==> config.mk <==
export PLATFORM = sky130hd
export DESIGN_NAME = matrix_result_streamer_flat
export DESIGN_NICKNAME = d
export VERILOG_FILES = /design/src/rtl/matrix_result_streamer_if.sv /design/src/rtl/matrix_result_streamer.sv /design/src/flat_wrapper.sv
export SDC_FILE = /design/constraint.sdc
export NUM_CORES = 1
export LEC_CHECK = 0
export BUFFER_PORTS_ARGS = -buffer_cell sky130_fd_sc_hd__buf_2
export CAP_MARGIN = 20
export CORE_ASPECT_RATIO = 2
export CORE_MARGIN = 2
export CORE_UTILIZATION = 45
export CTS_CLUSTER_SIZE = 20
export DETAILED_ROUTE_END_ITERATION = 10
export GPL_TIMING_DRIVEN = 0
export PLACE_DENSITY = 0.82
export SYNTH_ARGS = -nofsm -noshare
export SYNTH_HDL_FRONTEND = slang
export SYNTH_SLANG_ARGS = --single-unit
==> constraint.sdc <==
create_clock -name clk -period 28.1 [get_ports clk]
set_input_delay 2.81 -clock clk [delete_from_list [all_inputs] [get_ports clk]]
set_output_delay 2.81 -clock clk [all_outputs]
set_load 0.005 [all_outputs]
==> src/rtl/matrix_result_streamer_if.sv <==
//------------------------------------------------------------------------------
// Module      : matrix_result_streamer_if
// Description : Capture-side and stream-side signals of matrix_result_streamer.
//               Optional coordinate outputs exist when MATRIX_STREAM_IDX_EN is defined.
// Revision    : 1.0 - initial release
//------------------------------------------------------------------------------
`default_nettype none

interface matrix_result_streamer_if #(
    parameter int DATA_WIDTH = 8,
    parameter int M          = 8,
    parameter int P          = 8
);
    localparam int c_ROW_W = (M > 1) ? $clog2(M) : 1;
    localparam int c_COL_W = (P > 1) ? $clog2(P) : 1;

    logic                      done_in;
    logic [M*P*DATA_WIDTH-1:0] result_c;
    logic                      out_valid;
    logic                      out_ready;
    logic [DATA_WIDTH-1:0]     out_data;
    logic                      out_last;
    logic                      busy;
    logic                      overrun;
    logic                      clear_overrun;
`ifdef MATRIX_STREAM_IDX_EN
    logic [c_ROW_W-1:0]        out_row;
    logic [c_COL_W-1:0]        out_col;
`endif

    modport master (
        input  done_in, result_c, out_ready, clear_overrun,
`ifdef MATRIX_STREAM_IDX_EN
        output out_row, out_col,
`endif
        output out_valid, out_data, out_last, busy, overrun
    );

    modport slave (
        output done_in, result_c, out_ready, clear_overrun,
`ifdef MATRIX_STREAM_IDX_EN
        input  out_row, out_col,
`endif
        input  out_valid, out_data, out_last, busy, overrun
    );
endinterface

`default_nettype wire

==> src/rtl/matrix_result_streamer.sv <==
//------------------------------------------------------------------------------
// Module      : matrix_result_streamer
// Description : Snapshots the multiplier's flat result on done_in and streams
//               its M*P elements row-major on a valid/ready port.
//               Optional macro MATRIX_STREAM_IDX_EN adds out_row/out_col.
// Revision    : 1.0 - initial release
//------------------------------------------------------------------------------
`default_nettype none

module matrix_result_streamer #(
    parameter int DATA_WIDTH = 8,
    parameter int M          = 8,
    parameter int P          = 8
) (
    input  wire                          clk,
    input  wire                          rst,
    matrix_result_streamer_if.master     strm
);
    localparam int c_N     = M * P;
    localparam int c_IDX_W = (c_N > 1) ? $clog2(c_N) : 1;

    localparam logic [c_IDX_W-1:0] c_LAST = c_IDX_W'(c_N - 1);

    localparam logic [0:0] c_IDLE   = 1'b0;
    localparam logic [0:0] c_STREAM = 1'b1;

    logic [0:0]            r_state;
    logic [c_IDX_W-1:0]    r_idx;
    logic                  r_overrun;
    logic [DATA_WIDTH-1:0] r_buf [c_N];

    logic w_valid;
    logic w_xfer;
    logic w_final;
    logic w_capture;

    assign w_valid   = (r_state == c_STREAM);
    assign w_xfer    = w_valid && strm.out_ready;
    assign w_final   = w_xfer && (r_idx == c_LAST);
    // A done pulse landing on the final transfer reloads without a bubble.
    assign w_capture = strm.done_in && (!w_valid || w_final);

    always_ff @(posedge clk) begin
        if (rst) begin
            r_state <= c_IDLE;
            r_idx   <= '0;
        end else begin
            case (r_state)
                c_IDLE: begin
                    if (strm.done_in) begin
                        r_state <= c_STREAM;
                        r_idx   <= '0;
                    end
                end
                default: begin
                    if (w_final) begin
                        r_idx <= '0;
                        if (!strm.done_in)
                            r_state <= c_IDLE;
                    end else if (w_xfer) begin
                        r_idx <= r_idx + c_IDX_W'(1);
                    end
                end
            endcase
        end
    end

    always_ff @(posedge clk) begin
        if (rst)
            r_overrun <= 1'b0;
        else if (w_valid && strm.done_in && !w_final)
            r_overrun <= 1'b1;
        else if (strm.clear_overrun)
            r_overrun <= 1'b0;
    end

    // Buffer needs no reset: it is only observed after a capture.
    always_ff @(posedge clk) begin
        if (w_capture) begin
            for (int k = 0; k < c_N; k++)
                r_buf[k] <= strm.result_c[k*DATA_WIDTH +: DATA_WIDTH];
        end
    end

    assign strm.out_valid = w_valid;
    assign strm.busy      = w_valid;
    assign strm.out_data  = w_valid ? r_buf[r_idx] : '0;
    assign strm.out_last  = w_valid && (r_idx == c_LAST);
    assign strm.overrun   = r_overrun;

`ifdef MATRIX_STREAM_IDX_EN
    localparam int c_ROW_W = (M > 1) ? $clog2(M) : 1;
    localparam int c_COL_W = (P > 1) ? $clog2(P) : 1;
    localparam logic [c_COL_W-1:0] c_COL_LAST = c_COL_W'(P - 1);

    logic [c_ROW_W-1:0] r_row;
    logic [c_COL_W-1:0] r_col;

    // Coordinates track the linear index incrementally instead of dividing it.
    always_ff @(posedge clk) begin
        if (rst || w_capture || w_final) begin
            r_row <= '0;
            r_col <= '0;
        end else if (w_xfer) begin
            if (r_col == c_COL_LAST) begin
                r_col <= '0;
                r_row <= r_row + c_ROW_W'(1);
            end else begin
                r_col <= r_col + c_COL_W'(1);
            end
        end
    end

    assign strm.out_row = w_valid ? r_row : '0;
    assign strm.out_col = w_valid ? r_col : '0;
`endif

endmodule

`default_nettype wire

==> src/flat_wrapper.sv <==
// flat-port wrapper written by rule: the top's interface ports become plain ports
module matrix_result_streamer_flat 
#(
    parameter int DATA_WIDTH = 8,
    parameter int M          = 8,
    parameter int P          = 8
)
  (clk, rst, strm_done_in, strm_result_c, strm_out_ready, strm_clear_overrun, strm_out_valid, strm_out_data, strm_out_last, strm_busy, strm_overrun);
  matrix_result_streamer_if #(.DATA_WIDTH(DATA_WIDTH), .M(M), .P(P)) strm_i ();
  input  wire clk;
  input  wire rst;
  input wire logic [$bits(strm_i.done_in)-1:0] strm_done_in;
  input wire logic [$bits(strm_i.result_c)-1:0] strm_result_c;
  input wire logic [$bits(strm_i.out_ready)-1:0] strm_out_ready;
  input wire logic [$bits(strm_i.clear_overrun)-1:0] strm_clear_overrun;
  output wire logic [$bits(strm_i.out_valid)-1:0] strm_out_valid;
  output wire logic [$bits(strm_i.out_data)-1:0] strm_out_data;
  output wire logic [$bits(strm_i.out_last)-1:0] strm_out_last;
  output wire logic [$bits(strm_i.busy)-1:0] strm_busy;
  output wire logic [$bits(strm_i.overrun)-1:0] strm_overrun;
  assign strm_i.done_in = strm_done_in;
  assign strm_i.result_c = strm_result_c;
  assign strm_i.out_ready = strm_out_ready;
  assign strm_i.clear_overrun = strm_clear_overrun;
  assign strm_out_valid = strm_i.out_valid;
  assign strm_out_data = strm_i.out_data;
  assign strm_out_last = strm_i.out_last;
  assign strm_busy = strm_i.busy;
  assign strm_overrun = strm_i.overrun;
  matrix_result_streamer #(.DATA_WIDTH(DATA_WIDTH), .M(M), .P(P)) u_core (.clk(clk), .rst(rst), .strm(strm_i));
endmodule
==> out/results.txt <==
run status - complete, no violations
register area share after synthesis - 77.1%
setup_tns - 0 ns
setup bufs post-CTS - 0
prevailing post-synth register cell - edfxtp_1
final worst-path cycle share - 23.1%
CTS tree - built
Max Root-Sink Buffers - 3
critical path class - reg -> out
ys async rst share - 0%
RSZ-0062 raised after global routing - no
Die Wd - 154 um
total track usage - 26.0%
Pleak - 0.00933 uW
Avg Synthesized Cell Area - 22.5 um2
Worst Tran Pin Value - 1.01 ns
power per cell area - 65.8 nW/um2
filler cell count - 3220
number of global-route vias before repair - 12500
post-CTS resize count - 0
Clock transition at path regs - 0.06 ns
CP arrival - 3.67 ns
post-route cell area - 25500 um2
Post-CTS Hold Buffers - 0
worst setup margin - 21.62 ns
root buf cell - clkbuf_16
setup violators final - 0
WHS - 0.555 ns
grt total ovfl - 0
Crit Path Max Fanout - 10
Max Slew Vio Count - 0
multi-input logic area - 4280 um2
initial antenna violation count - 19
post-synthesis register bit count - 526
Final Hold Viols - 0
synth unique cells - 59
drt drc - 0
final WL - 61.8 mm
Nets - 2013
area grow syn2layout - 25.5%
Pre-antenna DRT Iters - 5
minimum clock period - 6.48 ns
Core Box Area - 44700 um2
Post-DP HPWL - 46.6 mm
initial DRC count - 999
Mapped Area - 20300 um2
Avg Vias per Cell - 5.65
Critical Path RT - 25.29 ns
max-cap violations - 0
Die ar. - 46900 um2
cts bufs inserted - 45
skew final - 0.0309 ns
slew margin rel. - 32.7%
Setup crit start kind - register
Sink Count - 526
via count - 11900
share of layout cells above drive strength 1 - 50.2%
Worst setup EP type - output port
fmax - 154 MHz
fin util - 57.0%
Skew-Pair Late Insertion Delay - 0.58 ns
Syn Inst Count - 903
Chip Height - 304 um
Setup Slack @ Placement - 22.17 ns
final RePlAce weighted congestion - 0.837
I/O pins - 529
register area - 15700 um2
H-tree levels - 2
Initial Utilization - 45.4%
DRT antenna net count - 0
Hold/Removal Path Class - reg -> reg
Post-DP Area - 24000 um2
syn_nets - 1421
Yosys warning total - 0
pin count of the biggest net entering global routing - 41
number of synthesized flops with an enable pin - 512
VDD IR-drop max - 60.2 uV
# port buffers - 528
num rows - 110
per-cell routed wire length - 29.5 um
first-pass GRT wire length - 84.9 mm
## cell usage after synthesis, drive strengths merged, types with 2 or more instances
| master | instances | area [um2] |
|---|---|---|
| clkbuf | 9 | 42.5 |
| a21o | 2 | 15.0 |
| nand2 | 28 | 105 |
| buf | 39 | 333 |
| a211oi | 9 | 67.6 |
| nand3 | 9 | 45.0 |
| or2 | 3 | 18.8 |
| nor2b | 11 | 68.8 |
| and2 | 3 | 18.8 |
| nor3 | 9 | 45.0 |
| or3 | 2 | 12.5 |
| edfxtp | 512 | 15400 |
| o22ai | 18 | 113 |
| o31ai | 3 | 22.5 |
| dfxtp | 14 | 280 |
| a2111oi | 3 | 51.3 |
| o221ai | 6 | 52.6 |
| mux2i | 22 | 220 |
| a21oi | 6 | 30.0 |
| nand2b | 6 | 37.5 |
| a32o | 3 | 30.0 |
| xnor2 | 3 | 26.3 |
| a221oi | 2 | 17.5 |
| a22oi | 4 | 35.0 |
| a31o | 2 | 17.5 |
| mux2 | 5 | 60.1 |
| a211o | 2 | 17.5 |
| mux4 | 125 | 2910 |
| nor2 | 23 | 88.8 |
| o21ai | 6 | 30.0 |
## metal layers
layer	vias up	track usage (%)	share of wire [%]
met1	5894	30.5	36
met2	760	45.7	51
met4	12	11.0	4.7
li1	5035	-	-
met3	151	6.08	8.7
met5	-	0	0.13
## cell usage in the layout (no fill, tap or decap), types with 11 or more instances in the layout
| cell | Yosys | layout |
|---|---|---|
| buf_2 | 13 | 541 |
| edfxtp_1 | 512 | 512 |
| mux4_2 | 99 | 99 |
| clkbuf_16 | 0 | 47 |
| nand2_1 | 28 | 28 |
| mux4_1 | 26 | 26 |
| mux2i_1 | 22 | 22 |
| nor2_1 | 22 | 22 |
| buf_12 | 4 | 18 |
| o22ai_1 | 18 | 18 |
| buf_4 | 14 | 14 |
| dfxtp_1 | 14 | 14 |
| clkbuf_1 | 6 | 13 |
| clkinv_2 | 0 | 11 |
## registers in the layout (all words and copies together) (netlist names), named ones only
register and cells:
u_core.r_buf 512, u_core.r_idx 6, u_core.strm.busy 1, u_core.strm.overrun 1
## final timing paths
path	start	to	slack (ns)	depth (start not counted)
worst max-delay path	register	strm_out_data[7]	21.62	8
worst min-delay path	u_core.r_idx[4]	register	0.55	2
worst max register to register	u_core.r_idx[0]	u_core.r_buf[47][3]	24.61	10
worst min register to register	u_core.r_idx[4]	register	0.55	2
## critical path, stage by stage (launching register included)
cell      delay, ns
dfxtp_1        0.34
buf_6          0.15
buf_4          0.32
buf_2          0.54
mux4_2         0.46
o311ai_0       0.82
a21oi_1        0.08
a32o_1         0.24
buf_2          0.14
## power by group
| part | internal, uW | switching, uW | total, uW | leakage, uW |
|---|---|---|---|---|
| sequential | 912 | 13.2 | 925 | 0.00499 |
| combinational | 59.9 | 57.7 | 118 | 0.00361 |
| clock | 356 | 278 | 634 | 0.000736 |
## kinds of logic (layout without fill, tap and decap cells)
logic type	count (synthesis)	in the layout	share of synthesized area [%]
compound gates	76	76	2.87
xor+xnor	3	3	0.129
fa+ha+maj	1	1	0.0616
buf+inv	49	676	1.87
flops	526	526	77.1
mux	152	152	15.7
other cells	0	7	0
simple gates	96	96	2.24
## area by class of cell
class | count | area share [%]
diodes | 7 | 0.0687
inverters | 1 | 0.0147
plain buffers | 48 | 1.47
clock buffers | 55 | 4.77
well taps | 560 | 2.75
flip-flops and latches | 526 | 61.4
multi-input cells | 328 | 16.8
clock inverters | 27 | 1.08
repair buffers | 545 | 11.6
## through the flow
step / power (uW) / std cells
floorplan: 1020 / 903
global placement: 1100 / 1991
detailed placement: 1060 / 2008
CTS: 1690 / 2090
global route: 1720 / 2093
finish: 1680 / 2097
Power figures use the tool's default switching activity.
